File: src/rtl/boost_pkg.sv
// rtl/boost_pkg.sv - shared parameter limits and deadtime state encoding for boost_pwm_gen
package boost_pkg;

    localparam int N_CH_MIN      = 1;
    localparam int N_CH_MAX      = 8;
    localparam int PRESC_MIN     = 2;
    localparam int PRESC_MAX     = 65535;
    localparam int INT_TICKS_MIN = 2;
    localparam int INT_TICKS_MAX = 16383;

    // OFF: outputs forced low, no level tracked yet (after reset or ce=0)
    // DT_WAIT: new level seen, both outputs low while it proves stable
    // ON: the output matching the tracked level is driven
    typedef enum logic [1:0] {
        OFF     = 2'd0,
        DT_WAIT = 2'd1,
        ON      = 2'd2
    } dt_state_e;

    function automatic logic params_ok(input int n_ch, input int dw, input int presc,
                                       input int dt, input int int_ticks);
        return (n_ch >= N_CH_MIN) && (n_ch <= N_CH_MAX) &&
               (presc >= PRESC_MIN) && (presc <= PRESC_MAX) &&
               (dt >= 0) && (dt < (1 << dw)) &&
               (int_ticks >= INT_TICKS_MIN) && (int_ticks <= INT_TICKS_MAX) &&
               ((int_ticks % 2) == 0);
    endfunction

endpackage

File: src/rtl/pwm_channel.sv
// rtl/pwm_channel.sv - one complementary PWM channel: shadow duty, compare, deadtime, gate registers
module pwm_channel
    import boost_pkg::*;
#(
    parameter int DW = 10,
    parameter int DT = 4
) (
    input  logic          clk,
    input  logic          rst_n,
    input  logic          ce,
    input  logic          tick,
    input  logic [DW-1:0] cnt,
    input  logic [DW-1:0] d,
    output logic          s,
    output logic          nots
);

    localparam int CW = DW + 1;
    localparam logic [CW-1:0] DT_W = CW'(DT);

    dt_state_e     state;
    logic          lvl;
    logic [DW-1:0] dsh;
    logic [CW-1:0] dtc;

    logic [DW-1:0] cnt_nx;
    logic [DW-1:0] dsh_nx;
    logic          raw_nx;
    logic [CW-1:0] dtc_inc;
    logic [CW-1:0] dtc_start;

    // Compare uses the counter and shadow duty as they will be after this tick
    assign cnt_nx    = cnt + DW'(1);
    assign dsh_nx    = (cnt_nx == '0) ? d : dsh;
    assign raw_nx    = cnt_nx < dsh_nx;
    assign dtc_inc   = dtc + CW'(1);
    // Leaving OFF counts the first tick as deadtime; a true edge starts from zero
    assign dtc_start = (state == OFF) ? CW'(1) : '0;

    // Deadtime state machine and registered gate drives
    always_ff @(posedge clk or negedge rst_n) begin
        if (!rst_n) begin
            state <= OFF;
            lvl   <= 1'b0;
            dsh   <= '0;
            dtc   <= '0;
            s     <= 1'b0;
            nots  <= 1'b0;
        end else if (!ce) begin
            state <= OFF;
            dtc   <= '0;
            s     <= 1'b0;
            nots  <= 1'b0;
        end else if (tick) begin
            dsh <= dsh_nx;
            if ((state != OFF) && (raw_nx == lvl)) begin
                if (state == DT_WAIT) begin
                    dtc <= dtc_inc;
                    if (dtc_inc >= DT_W) begin
                        state <= ON;
                        s     <= lvl;
                        nots  <= ~lvl;
                    end
                end
            end else begin
                lvl <= raw_nx;
                dtc <= dtc_start;
                if (dtc_start >= DT_W) begin
                    state <= ON;
                    s     <= raw_nx;
                    nots  <= ~raw_nx;
                end else begin
                    state <= DT_WAIT;
                    s     <= 1'b0;
                    nots  <= 1'b0;
                end
            end
        end
    end

endmodule

File: src/rtl/boost_pwm_gen.sv
// rtl/boost_pwm_gen.sv - multi-channel complementary PWM with deadtime and periodic interrupt
module boost_pwm_gen
    import boost_pkg::*;
#(
    parameter int N_CH      = 2,
    parameter int DW        = 10,
    parameter int PRESC     = 200,
    parameter int DT        = 4,
    parameter int INT_TICKS = 500
) (
    input  logic               clk,
    input  logic               rst_n,
    input  logic               ce,
    input  logic [N_CH*DW-1:0] d,
    output logic [N_CH-1:0]    s,
    output logic [N_CH-1:0]    nots,
    output logic               clk_int,
    output logic               irq
);

    localparam int PW = $clog2(PRESC);
    localparam int IW = $clog2(INT_TICKS);
    localparam logic [PW-1:0] PRE_LAST = PW'(PRESC - 1);
    localparam logic [IW-1:0] IC_LAST  = IW'(INT_TICKS - 1);
    localparam logic [IW-1:0] IC_HALF  = IW'(INT_TICKS / 2);

    if (!params_ok(N_CH, DW, PRESC, DT, INT_TICKS)) begin : g_param_check
        $error("boost_pwm_gen: parameter out of range");
    end

    logic [PW-1:0] pre;
    logic          tick;
    logic [DW-1:0] cnt;
    logic [IW-1:0] ic;
    logic [IW-1:0] ic_nx;

    assign tick  = ce && (pre == PRE_LAST);
    assign ic_nx = (ic == IC_LAST) ? '0 : ic + IW'(1);

    // Prescaler: free-running while enabled, frozen otherwise
    always_ff @(posedge clk or negedge rst_n) begin
        if (!rst_n) begin
            pre <= '0;
        end else if (ce) begin
            pre <= (pre == PRE_LAST) ? '0 : pre + PW'(1);
        end
    end

    // PWM counter, interrupt counter and interrupt outputs, all tick-enabled
    always_ff @(posedge clk or negedge rst_n) begin
        if (!rst_n) begin
            cnt     <= '0;
            ic      <= '0;
            clk_int <= 1'b0;
            irq     <= 1'b0;
        end else begin
            irq <= tick && (ic == IC_LAST);
            if (tick) begin
                cnt     <= cnt + DW'(1);
                ic      <= ic_nx;
                clk_int <= ic_nx < IC_HALF;
            end
        end
    end

    for (genvar k = 0; k < N_CH; k++) begin : g_ch
        pwm_channel #(
            .DW (DW),
            .DT (DT)
        ) u_ch (
            .clk   (clk),
            .rst_n (rst_n),
            .ce    (ce),
            .tick  (tick),
            .cnt   (cnt),
            .d     (d[k*DW +: DW]),
            .s     (s[k]),
            .nots  (nots[k])
        );
    end

endmodule

File: config.mk
export PLATFORM = sky130hd
export DESIGN_NAME = boost_pwm_gen
export DESIGN_NICKNAME = d
export VERILOG_FILES = /design/src/rtl/boost_pkg.sv /design/src/rtl/pwm_channel.sv /design/src/rtl/boost_pwm_gen.sv
export SDC_FILE = /design/constraint.sdc
export NUM_CORES = 1
export LEC_CHECK = 0
export CORE_AREA = 2 2 108 110
export DETAILED_ROUTE_END_ITERATION = 7
export DIE_AREA = 0 0 110 112
export GPL_TIMING_DRIVEN = 0
export PLACE_DENSITY = 0.61
export SLEW_MARGIN = 25
export SYNTH_ARGS = -nofsm -noshare
export SYNTH_HDL_FRONTEND = slang
export SYNTH_SLANG_ARGS = --single-unit
File: constraint.sdc
create_clock -name clk -period 8.6 [get_ports clk]
set_input_delay 2.15 -clock clk [delete_from_list [all_inputs] [get_ports clk]]
set_output_delay 2.15 -clock clk [all_outputs]
set_load 0.02 [all_outputs]
# After elaboration in Yosys (flattened, before gate mapping)
# Index checks and enable logic that the tools add are counted.
# totals
regBits	81
inputBits	23
out_inout_bits	6
word_cells	112
# classes
addsub	5
n_lt_le_gt_ge	7
n_eq_ne	11
mux	50
bitwise_logic	6
n_reduce_logical	16
# op_table
cell	n
11-bit 2-to-1 mux	8
11-bit by 3-bit greater-or-equal comparator with 1-bit output, second input constant	4
1-bit 2-to-1 mux	26
2-bit 2-to-1 mux	12
11-bit by 1-bit adder with 11-bit output, second input constant	2
10-bit < comparator	2
10-bit 2-to-1 mux	2
3-bit inequality test, second input constant	4
3-bit AND reduction	4
10-bit by 1-bit adder with 10-bit output, second input constant	1
10-bit zero test	1
9-bit by 1-bit adder with 9-bit output, second input constant	1
9-bit == test, second input constant	1
9-bit by 8-bit < comparator with 1-bit output, second input constant	1
9-bit 2-to-1 mux	1
8-bit by 1-bit adder with 8-bit output, second input constant	1
8-bit == test, second input constant	1
8-bit 2-to-1 mux	1
1-bit inverter	6
2-bit AND reduction	3
2-bit by 1-bit == test with 1-bit output, second input constant	2
1-bit logical AND	4
2-bit zero test	2
2-bit nonzero test	2
2 further kinds	3

# Longest topological paths before layout
# Gate-level depths: netlist of the first run.
# logic_depth
ltp_word	9
mapped_depth	18
ltp_nobuf	15

# Cells and area by module
# Synthesis of the first run repeated with hierarchy kept, for this count alone.
# unflattened
hier_cells	627
hier_area_um2	5731.7
# by_module_without_submodules
mod	instances	cells_each	area_each_um2	seq_area_each_um2
pwm_channel (g_ch[0].u_ch)	1	240	2110.8	650.6
pwm_channel (g_ch[1].u_ch)	1	230	2105.8	650.6
boost_pwm_gen	1	157	1515.2	725.7

# Least setup slack after synthesis of the first run
# Ideal clock, no wire load.
# synth_path
path_type	reg2reg
from	register cnt[6]
to	register g_ch[0].u_ch.dtc[2]
setup_time_ns	0.126
arrival_time_ns	4.284
required_time_ns	8.474
setup_slack_ns	4.190
path_stages_with_launch	19
n_path_buf	4
period_less_slack_ns	4.410
path_cell_list	dfrtp_1 buf_2 nand4_1 nor2_1 mux2i_1 or3_4 clkbuf_1 buf_2 mux2i_1 ha_1 a21o_1 a21o_1 a21oi_1 o211ai_1 a41oi_2 xnor2_2 o21ai_1 buf_4 a221o_1
# synth_via
elab_chain_cells	9
word_cells_on_any_way	11
cone_classes	1 x add/sub; 1 x order compare; 2 x eq/ne; 4 x mux; 3 x reduce/logical
# synth_lines
element	line	source
from (decl)	boost_pwm_gen.sv:33	logic [DW-1:0] cnt;
from (signal assigned)	boost_pwm_gen.sv:59	cnt <= cnt + DW'(1);
10-bit by 1-bit adder with 10-bit output *	pwm_channel.sv:33	assign cnt_nx = cnt + DW'(1);
10-bit zero test	pwm_channel.sv:34	assign dsh_nx = (cnt_nx == '0) ? d : dsh;
10-bit 2-to-1 mux	pwm_channel.sv:34	
10-bit < comparator *	pwm_channel.sv:35	assign raw_nx = cnt_nx < dsh_nx;
1-bit == test *	pwm_channel.sv:56	if ((state != OFF) && (raw_nx == lvl)) begin
1-bit logical AND *	pwm_channel.sv:56	
11-bit 2-to-1 mux	pwm_channel.sv:56	
11-bit 2-to-1 mux	pwm_channel.sv:54	end else if (tick) begin
11-bit 2-to-1 mux	pwm_channel.sv:49	end else if (!ce) begin
to (signal assigned)	pwm_channel.sv:58	dtc <= dtc_inc;
to (signal assigned)	pwm_channel.sv:67	dtc <= dtc_start;
to (decl)	pwm_channel.sv:24	logic [CW-1:0] dtc;
# Every way passes the cells marked *; elsewhere a longest branch is shown, timed or not. The select of a mux whose other input is x is not followed.
# A chain may end at the register's enable or synchronous reset.

# Worst setup path in the final report of the first run
# layout_path
from	register cnt[0]
to	register g_ch[0].u_ch.dtc[3]
# The elaborated chain is that of the path after synthesis.

==> results of run 1 <==
where the power goes:
| group | leakage, nW | internal [mW] | switching [mW] |
|---|---|---|---|
| logic | 1.34 | 0.0265 | 0.0271 |
| registers | 1.11 | 0.396 | 0.0185 |
| clock network | 0.171 | 0.287 | 0.171 |
stage by stage:
stage | worst slack (ns) | instances
after global routing | 2.96 | 731
after floorplan | 4.19 | 543
after CTS | 3.33 | 731
after detailed placement | 3.36 | 715
final | 3.36 | 731
after global placement | 2.31 | 714
layout by cell type, fill, tap and decap left out, drive strengths merged, types with 6 or more instances in the layout:
cell and n:
and3 10, nand4 14, nor2 29, xnor2 17, a21oi 15, mux2i 23
a21o 10, nor3 11, clkbuf 29, nand3 24, inv 21, clkdlybuf4s50 27
and2 7, dfrtp 81, buf 15, ha 23, xor2 13, a221o 6
nor4 9, nand2 75, o21ai 53
state kept, by name, summed over array words and instances, names as in the netlist:
signal,cells
g_ch.u_ch.s,2
g_ch.u_ch.lvl,2
irq,1
ic,9
g_ch.u_ch.nots,2
g_ch.u_ch.dtc,22
g_ch.u_ch.state,4
pre,8
clk_int,1
g_ch.u_ch.dsh,20
cnt,10
cell type report:
| class | instances | area [um2] |
|---|---|---|
| buffer | 33 | 164 |
| tap | 143 | 179 |
| clock inverter | 7 | 125 |
| multi-input combinational | 411 | 2710 |
| sequential | 81 | 2030 |
| timing repair buffer | 29 | 309 |
| inverter | 18 | 67.6 |
| fill | 1066 | 5370 |
| clock buffer | 9 | 225 |
worst paths after layout:
| kind | slack [ns] | endpoint | cells after the start | startpoint |
|---|---|---|---|---|
| max | 3.36 | g_ch[0].u_ch.dtc[3] | 18 | cnt[0] |
| max in group asynchronous | 6.38 | g_ch[0].u_ch.dsh[1] | 2 | rst_n |
| min in group asynchronous | 1.66 | g_ch[1].u_ch.dtc[6] | 1 | rst_n |
| min | 0.48 | g_ch[1].u_ch.dsh[1] | 2 | g_ch[1].u_ch.dsh[1] |
| max reg2reg | 3.36 | g_ch[0].u_ch.dtc[3] | 18 | cnt[0] |
| min reg2reg | 0.48 | g_ch[1].u_ch.dsh[1] | 2 | g_ch[1].u_ch.dsh[1] |
logic make-up (layout without fill, tap and decap cells):
kind of cell / Yosys count / count (layout)
AND/OR/NAND/NOR: 200 / 200
AO/OA/AOI/OAI: 132 / 132
flip-flops: 81 / 81
buffers and inverters: 51 / 96
XOR/XNOR: 30 / 30
multiplexers: 26 / 26
adder cells (fa/ha/maj): 23 / 23
worst min-delay path: cells and delay by family, from the launching register on:
kind / cells / cell delay [ns]
compound gates: 1 / 0.06
flops: 1 / 0.34
simple gates: 1 / 0.05
layer usage:
| layer | vias up | GRT usage |
|---|---|---|
| met5 | - | 0 |
| met4 | 0 | 0.0759 |
| met3 | 12 | 0.0304 |
| met2 | 58 | 0.306 |
| met1 | 1999 | 0.269 |
| li1 | 2049 | - |
==> impl_metrics.env, run 1 <==
export IMPL_grt_pass1_vias=3965
export IMPL_cts_buffer_depth=2
export IMPL_p_per_area_mw_per_mm2=160
export IMPL_synth_compound_area_share=0.178
export IMPL_ys_ff_latch=81
export IMPL_synthFlopType="dfrtp_1"
export IMPL_num_vias=4118
export IMPL_slew_violations=0
export IMPL_post_cts_buffers=0
export IMPL_crit_family="compound AO/OA/AOI/OAI gates"
export IMPL_final_setup_tns_ns=0
export IMPL_antenna_cells=0
export IMPL_synth_edff_count=0
export IMPL_yosys_area_share_adder=0.0580
export IMPL_worstPathMaxFanout=10
export IMPL_wirelength_um=11100
export IMPL_max_stage_delay_ns=0.55
export IMPL_synth_most_common_cell="dfrtp_1"
export IMPL_crit_path_end_kind="flop"
export IMPL_grt_pass1_wl_um=19000
export IMPL_yosys_warnings=0
export IMPL_final_cell_area_mm2=0.00580
export IMPL_synthesis_nets=589
export IMPL_drtIter0Drc=239
export IMPL_fin_hold_ws_ns=0.477
export IMPL_clkTransAtPathRegs_ns=0.06
export IMPL_syn_area_mm2=0.00496
export IMPL_status="finished, final reports clean"
export IMPL_syn_inst=543
export IMPL_clock_root_buffer="clkbuf_16"
export IMPL_die_area_mm2=0.0123
export IMPL_wl_met3_um=334
export IMPL_tightest_slew_ns=0.868
export IMPL_fin_crit_sh=0.610
export IMPL_yosysSeqAreaShare=0.409
export IMPL_num_rows=39
export IMPL_grt_max_degree=61
export IMPL_area_growth_pct=17.0
export IMPL_period_needed_ns=5.24
export IMPL_place_hpwl_um=7920
export IMPL_final_nets=629
export IMPL_portBuffers=28
export IMPL_hold_viol_final=0
export IMPL_finalSetupViolations=0
export IMPL_start_kind="flop"
export IMPL_yosys_area_share_simple=0.201
export IMPL_leakagePower_nw=2.62
export IMPL_cts_sinks=81
export IMPL_async_flop_share=1.00
export IMPL_synth_top_family_by_area="simple AND/OR/NAND/NOR gates"
export IMPL_gp_congestion=0.807
export IMPL_cts_max_level=3
export IMPL_crit_slowest_cell="clkbuf_1"
export IMPL_cts_hold_repair_buffers=0
export IMPL_rsz0062_at_grt="no"
export IMPL_layout_drive_gt1_share=0.0748
export IMPL_cts_tree="done"
export IMPL_place_area_mm2=0.00545
export IMPL_synth_top_area_frac=0.409
export IMPL_firstDrtPassIters=6
export IMPL_syn_avg_cell_area_um2=9.13
export IMPL_met1_length_um=5410
export IMPL_start_util=0.444
export IMPL_cp_cell_sequence="ha_1 -> nand3_1 -> o21ai_0 -> o311a_1 -> or3_4 -> clkbuf_1 -> buf_2 -> mux2i_1 -> ha_1 -> a21o_1 -> a21o_1 -> a21oi_1 -> o211ai_1 -> a41oi_2 -> xnor2_2 -> o21ai_1 -> buf_4 -> a221o_1"
export IMPL_drv_cap=0
export IMPL_top_layer="met4"
export IMPL_synth_commonest_cells="81 x dfrtp_1, 75 x nand2_1, 52 x o21ai_0, 28 x nor2_1, 24 x nand3_1"
export IMPL_remaining_drc_errors=0
export IMPL_vias_per_cell=5.63
export IMPL_hp_class="reg -> reg"
export IMPL_numCtsBuffers=9
export IMPL_timing_fmax_ghz=0.191
export IMPL_wl_per_cell_um=15.1
export IMPL_grt_overflow_total=0
export IMPL_synth_largest_area_cell="dfrtp_1"
export IMPL_synthTopCellsByArea="dfrtp_1 41%, ha_1 5.8%, nand2_1 5.7%"
export IMPL_power_uw=926
export IMPL_cp_arrival_ns=5.47
export IMPL_synthMuxAreaShare=0.0532
export IMPL_core_mm2=0.0112
export IMPL_path_buf_inv=3
export IMPL_cp_data_required_time_ns=8.83
export IMPL_chipWidth_um=110
export IMPL_synth_xor_area_share=0.0545
export IMPL_critPathKind="reg -> reg"
export IMPL_pin_count=29
export IMPL_final_core_util=0.519
export IMPL_cts_resized=0
export IMPL_grt_usage=0.195
export IMPL_synthDistinctLibCells=58
export IMPL_antenna_found_initial=0
export IMPL_finalClockSkew_ns=0.00760
export IMPL_ir_drop_mv=0.0808
export IMPL_slew_headroom=0.417
export IMPL_antenna_left=0
export IMPL_dr_wl_met2_um=5120
export IMPL_clkLatencyLatePin_ns=0.35
export IMPL_dieHeight_um=112
(Power assumes the default switching activity.)
==> run 2: changes to the inputs <==
- clock period: 8.6 -> 5.3 ns (I/O delays scaled with it)
==> impl_metrics.env, run 2 (synthesized netlist as in run 1, its figures left out) <==
export IMPL_layout_drive_gt1_share=0.0798
export IMPL_hold_viol_final=0
export IMPL_multi_input_area_mm2=0.00271
export IMPL_tightest_slew_ns=0.833
export IMPL_grt_pass1_vias=3965
export IMPL_remaining_drc_errors=0
export IMPL_reg_largest_list="g_ch.u_ch.dtc x22, g_ch.u_ch.dsh x20, cnt x10"
export IMPL_firstDrtPassIters=4
export IMPL_period_needed_ns=4.94
export IMPL_min_from="g_ch[1].u_ch.dsh[1]"
export IMPL_cts_hold_repair_buffers=0
export IMPL_p_sw_uw=346
export IMPL_fillerInstances=1067
export IMPL_pin_count=29
export IMPL_numCtsBuffers=9
export IMPL_p_sw_frac=0.231
export IMPL_reg2reg_from="cnt[0]"
export IMPL_start_kind="flop"
export IMPL_cts_max_level=3
export IMPL_slew_headroom=0.440
export IMPL_cts_sinks=81
export IMPL_regArea_mm2=0.00203
export IMPL_layout_commonest_cell="dfrtp_1"
export IMPL_chipWidth_um=110
export IMPL_p_per_area_mw_per_mm2=258
export IMPL_wl_per_cell_um=15.1
export IMPL_largest_register_ffs=22
export IMPL_ir_drop_mv=0.129
export IMPL_clkLatencyLatePin_ns=0.34
export IMPL_internal_power_mw=1.15
export IMPL_grt_usage=0.195
export IMPL_crit_path_end_kind="flop"
export IMPL_whs_path_depth=2
export IMPL_num_vias=4093
export IMPL_cts_tree="done"
export IMPL_antenna_left=0
export IMPL_finalSetupViolations=0
export IMPL_portBuffers=28
export IMPL_worstHoldEndpoint="g_ch[1].u_ch.dsh[1]"
export IMPL_cts_buffer_depth=2
export IMPL_largest_register="g_ch.u_ch.dtc"
export IMPL_slew_violations=0
export IMPL_grt_pass1_wl_um=19000
export IMPL_leakagePower_nw=2.63
export IMPL_hp_class="reg -> reg"
export IMPL_power_mw=1.50
export IMPL_dieHeight_um=112
export IMPL_grt_max_degree=61
export IMPL_status="finished, final reports clean"
export IMPL_critPathKind="reg -> reg"
export IMPL_area_growth_pct=17.2
export IMPL_finalClockSkew_ns=0.00688
export IMPL_clkTransAtPathRegs_ns=0.06
export IMPL_cp_arrival_ns=5.16
export IMPL_vias_per_cell=5.59
export IMPL_die_area_mm2=0.0123
export IMPL_r2r_end="g_ch[0].u_ch.dtc[3]"
export IMPL_cp_data_required_time_ns=5.52
export IMPL_antenna_found_initial=0
export IMPL_layout_cells_most_common_list="81 x dfrtp_1, 75 x nand2_1, 52 x o21ai_0"
export IMPL_start_util=0.444
export IMPL_final_setup_tns_ns=0
export IMPL_comb_power_share=0.058
export IMPL_r2r_setup_slack_ns=0.36
export IMPL_grt_overflow_total=0
export IMPL_rsz0062_at_grt="no"
export IMPL_clock_root_buffer="clkbuf_16"
export IMPL_antenna_cells=0
export IMPL_p_seq_frac=0.449
export IMPL_ff2ff_path_depth=18
export IMPL_timing_fmax_ghz=0.203
export IMPL_fin_crit_sh=0.931
export IMPL_wirelength_um=11000
export IMPL_final_nets=630
export IMPL_place_hpwl_um=7920
export IMPL_drtIter0Drc=264
export IMPL_num_rows=39
export IMPL_worstPathMaxFanout=10
export IMPL_clkPwrFrac=0.493
export IMPL_gp_congestion=0.807
export IMPL_core_mm2=0.0112
export IMPL_drv_cap=0
==> run 2: cell count changes in the layout (fill, tap and decap cells not counted), sizes merged <==
cell	before	now
buf	15	16
==> run 2: routing by layer <==
metal / global-route usage / share of wire
met1: 0.269 / 0.49
met2: 0.306 / 0.47
met4: 0.0759 / 0.0077
met3: 0.0304 / 0.033
met5: 0 / 0
==> run 2: worst max path at each step <==
stage	start	end	cells after the start
3_3_place_gp	rst_n	g_ch[1].u_ch.dsh[7]	1
3_5_place_dp	cnt[0]	g_ch[0].u_ch.dtc[3]	17
5_1_grt	cnt[0]	g_ch[0].u_ch.dtc[3]	18
4_1_cts	cnt[0]	g_ch[0].u_ch.dtc[3]	17
6_report	cnt[0]	g_ch[0].u_ch.dtc[3]	18
2_1_floorplan	cnt[6]	g_ch[0].u_ch.dtc[2]	18
==> run 2: power groups by stage <==
| stage | Sequential (mW) | Clock, mW | Combinational (mW) |
|---|---|---|---|
| 4_1_cts | 0.672 | 0.756 | 0.0901 |
| 2_1_floorplan | 0.675 | 0 | 0.0445 |
| 6_report | 0.672 | 0.739 | 0.0872 |
| 3_5_place_dp | 0.684 | 0 | 0.0885 |
| 3_3_place_gp | 0.680 | 0 | 0.0814 |
| 5_1_grt | 0.676 | 0.786 | 0.100 |
==> run 2: metrics by stage <==
stage / hold slack (ns) / utilization / instances / area, um2 / setup slack [ns]
5_1_grt: 0.503 / 0.520 / 732 / 5810 / 0.0530
4_1_cts: 0.484 / 0.519 / 731 / 5800 / 0.0330
3_5_place_dp: 0.467 / 0.488 / 715 / 5450 / 0.0628
6_report: 0.477 / 0.520 / 732 / 5810 / 0.364
3_3_place_gp: 0.461 / 0.485 / 714 / 5420 / -0.168
2_1_floorplan: 0.450 / - / 543 / 4960 / 0.890
==> run 2: timing repair <==
action,4_1_cts,5_1_grt
buffers inserted,0,1
endpoints found under the setup margin,0,29
gates resized for setup,0,4
endpoints found under the hold margin,0,0
==> run 2: cell type report <==
cell class                      instances  area share
Multi-Input combinational cell        411       0.466
Timing Repair Buffer                   30      0.0545
Tap cell                              143      0.0308
Inverter                               18      0.0116
Sequential cell                        81       0.349
Clock inverter                          7      0.0215
Clock buffer                            9      0.0387
Buffer                                 33      0.0286
==> run 2: critical path: stages (launching register included) <==
cell      delay (ns)
dfrtp_1         0.50
ha_1            0.29
nand3_1         0.19
o311a_1         0.44
or3_4           0.41
clkbuf_2        0.26
buf_2           0.30
mux2i_1         0.27
ha_1            0.29
a21o_1          0.16
a21o_1          0.17
a21oi_1         0.14
o211ai_1        0.12
a41oi_2         0.17
buf_4           0.17
xnor2_2         0.19
o21ai_1         0.15
buf_4           0.20
a221o_1         0.36
==> run 3: changes to the inputs <==
- ABC_AREA: default -> 1
- CORE_AREA: 2 2 108 110 -> 2 2 107 109
- DIE_AREA: 0 0 110 112 -> 0 0 109 111
- PLACE_DENSITY: 0.61 -> default
==> impl_metrics.env, run 3 <==
export IMPL_status="finished, final reports clean"
export IMPL_core_mm2=0.0111
export IMPL_r2r_end="g_ch[0].u_ch.dtc[8]"
export IMPL_gp_congestion=0.889
export IMPL_worstPathMaxFanout=10
export IMPL_grt_pass1_vias=4086
export IMPL_cts_resized=0
export IMPL_worstHoldEndpoint="pre[7]"
export IMPL_fin_hold_ws_ns=0.472
export IMPL_pin_count=29
export IMPL_dieHeight_um=111
export IMPL_final_core_util=0.504
export IMPL_place_hpwl_um=8290
export IMPL_clkLatencyLatePin_ns=0.34
export IMPL_fin_crit_sh=0.801
export IMPL_leakagePower_nw=2.87
export IMPL_cts_buffer_depth=2
export IMPL_wirelength_um=11300
export IMPL_reg2reg_from="cnt[0]"
export IMPL_dp_cells=781
export IMPL_syn_avg_cell_area_um2=7.93
export IMPL_num_vias=4131
export IMPL_cp_arrival_ns=4.47
export IMPL_grt_overflow_total=0
export IMPL_grt_pass1_wl_um=19500
export IMPL_p_sw_uw=390
export IMPL_hp_class="reg -> reg"
export IMPL_wl_per_cell_um=14.2
export IMPL_num_rows=39
export IMPL_crit_path_end_kind="flop"
export IMPL_min_from="pre[7]"
export IMPL_final_setup_tns_ns=0
export IMPL_firstDrtPassIters=4
export IMPL_largest_register_ffs=22
export IMPL_critPathKind="reg -> reg"
export IMPL_syn_area_mm2=0.00483
export IMPL_finalClockSkew_ns=0.00649
export IMPL_yosysSeqAreaShare=0.419
export IMPL_start_util=0.436
export IMPL_cp_data_required_time_ns=5.53
export IMPL_cts_hold_repair_buffers=0
export IMPL_largest_register="g_ch.u_ch.dtc"
export IMPL_clkTransAtPathRegs_ns=0.06
export IMPL_layout_setup_ws_ns=1.06
export IMPL_async_flop_share=1.00
export IMPL_syn_inst=609
export IMPL_antenna_found_initial=0
export IMPL_rsz0062_at_grt="no"
export IMPL_ir_drop_mv=0.183
export IMPL_ff2ff_path_depth=24
export IMPL_layout_drive_gt1_share=0.0812
export IMPL_antenna_cells=0
export IMPL_layout_cells_most_common_list="171 x nand2_1, 81 x dfrtp_1, 57 x inv_1"
export IMPL_clock_root_buffer="clkbuf_16"
export IMPL_slew_headroom=0.610
export IMPL_remaining_drc_errors=0
export IMPL_synthTopCellsByArea="dfrtp_1 42%, nand2_1 13%, ha_1 6.0%"
export IMPL_cts_max_level=3
export IMPL_synthFlopType="dfrtp_1"
export IMPL_whs_path_depth=1
export IMPL_cts_tree="done"
export IMPL_comb_power_share=0.126
export IMPL_synth_edff_count=0
export IMPL_synth_commonest_cells="171 x nand2_1, 81 x dfrtp_1, 57 x inv_1, 51 x o21ai_0, 43 x nand3_1"
export IMPL_start_kind="flop"
export IMPL_portBuffers=28
export IMPL_layout_commonest_cell="nand2_1"
export IMPL_place_area_mm2=0.00532
export IMPL_drv_cap=0
export IMPL_synth_top_area_frac=0.419
export IMPL_grt_max_degree=57
export IMPL_p_per_area_mw_per_mm2=260
export IMPL_fin_cells=796
export IMPL_hold_viol_final=0
export IMPL_internal_power_mw=1.06
export IMPL_finalSetupViolations=0
export IMPL_synthesis_nets=655
export IMPL_die_area_mm2=0.0121
export IMPL_synth_largest_area_cell="dfrtp_1"
export IMPL_r2r_setup_slack_ns=1.06
export IMPL_p_seq_frac=0.477
export IMPL_timing_fmax_ghz=0.236
export IMPL_clkPwrFrac=0.397
export IMPL_slew_violations=0
export IMPL_grt_usage=0.205
export IMPL_chipWidth_um=109
export IMPL_antenna_left=0
export IMPL_drtIter0Drc=307
export IMPL_fillerInstances=1049
export IMPL_area_growth_pct=15.6
export IMPL_numCtsBuffers=9
export IMPL_ys_ff_latch=81
export IMPL_final_cell_area_mm2=0.00559
export IMPL_tightest_slew_ns=0.585
export IMPL_p_sw_frac=0.269
export IMPL_final_nets=695
export IMPL_synth_most_common_cell="nand2_1"
export IMPL_power_mw=1.45
export IMPL_synthDistinctLibCells=36
export IMPL_period_needed_ns=4.24
export IMPL_cts_sinks=81
export IMPL_post_cts_buffers=0
export IMPL_yosys_warnings=0
export IMPL_reg_largest_list="g_ch.u_ch.dtc x22, g_ch.u_ch.dsh x20, cnt x10"
export IMPL_place_ws_ns=1.02
export IMPL_vias_per_cell=5.19
==> run 3: per-layer routing <==
| layer | GRT usage | vias up | wire (um) |
|---|---|---|---|
| li1 | - | 2082 | - |
| met1 | 0.285 | 1983 | 5650 |
| met2 | 0.317 | 49 | 5150 |
| met3 | 0.0335 | 17 | 301 |
| met4 | 0.0795 | 0 | 208 |
| met5 | 0 | - | 0 |
==> run 3: worst max path at each step <==
stage	from	to	slack (ns)
after floorplan	cnt[0]	g_ch[0].u_ch.dtc[7]	1.84
after global placement	rst_n	g_ch[0].u_ch.dtc[9]	-0.17
after detailed placement	cnt[0]	g_ch[0].u_ch.dtc[5]	1.02
after CTS	cnt[0]	g_ch[0].u_ch.dtc[8]	0.98
after global routing	cnt[0]	g_ch[0].u_ch.dtc[8]	0.66
final	cnt[0]	g_ch[0].u_ch.dtc[8]	1.06
==> run 3: power by group through the flow <==
| stage | Clock (mW) | Combinational, mW | Sequential, mW |
|---|---|---|---|
| 2_1_floorplan | 0 | 0.122 | 0.695 |
| 3_3_place_gp | 0 | 0.175 | 0.700 |
| 3_5_place_dp | 0 | 0.184 | 0.702 |
| 4_1_cts | 0.589 | 0.184 | 0.692 |
| 5_1_grt | 0.614 | 0.213 | 0.697 |
| 6_report | 0.576 | 0.182 | 0.693 |
==> run 3: area by class of cell <==
cell class / instances / area [um2] / share of cell area
buffer: 22 / 130 / 0.0233
clock buffer: 13 / 250 / 0.0448
clock inverter: 2 / 15.0 / 0.00269
inverter: 61 / 229 / 0.0410
multi-input combinational: 445 / 2450 / 0.438
sequential: 81 / 2030 / 0.363
tap: 143 / 179 / 0.0320
timing repair buffer: 29 / 309 / 0.0553
==> run 3: cell families after synthesis <==
| group | synth area share |
|---|---|
| adders and majority gates | 0.0596 |
| and+or+nand+nor | 0.288 |
| muxes | 0.0373 |
| buffers and inverters | 0.0743 |
| DFF | 0.419 |
| AOI/OAI and AO/OA | 0.0831 |
| xor gates and xnor gates | 0.0381 |
==> run 3: critical path: stages (launching register included) <==
cell and delay [ns]:
dfrtp_1 0.45, ha_1 0.24, nand2_1 0.11, nor2_2 0.16, nand2_1 0.07, nand2_1 0.18
inv_1 0.08, nand2_2 0.09, nor2_4 0.05, nand3_2 0.06, buf_6 0.19, buf_2 0.33
mux2i_1 0.31, ha_1 0.29, a21oi_1 0.14, o21ai_0 0.11, nand3_1 0.08, a21oi_1 0.06
a211oi_1 0.38, nand3_1 0.24, nand2_2 0.17, nor2_4 0.05, buf_6 0.15, nand4_1 0.08
nand2_1 0.06
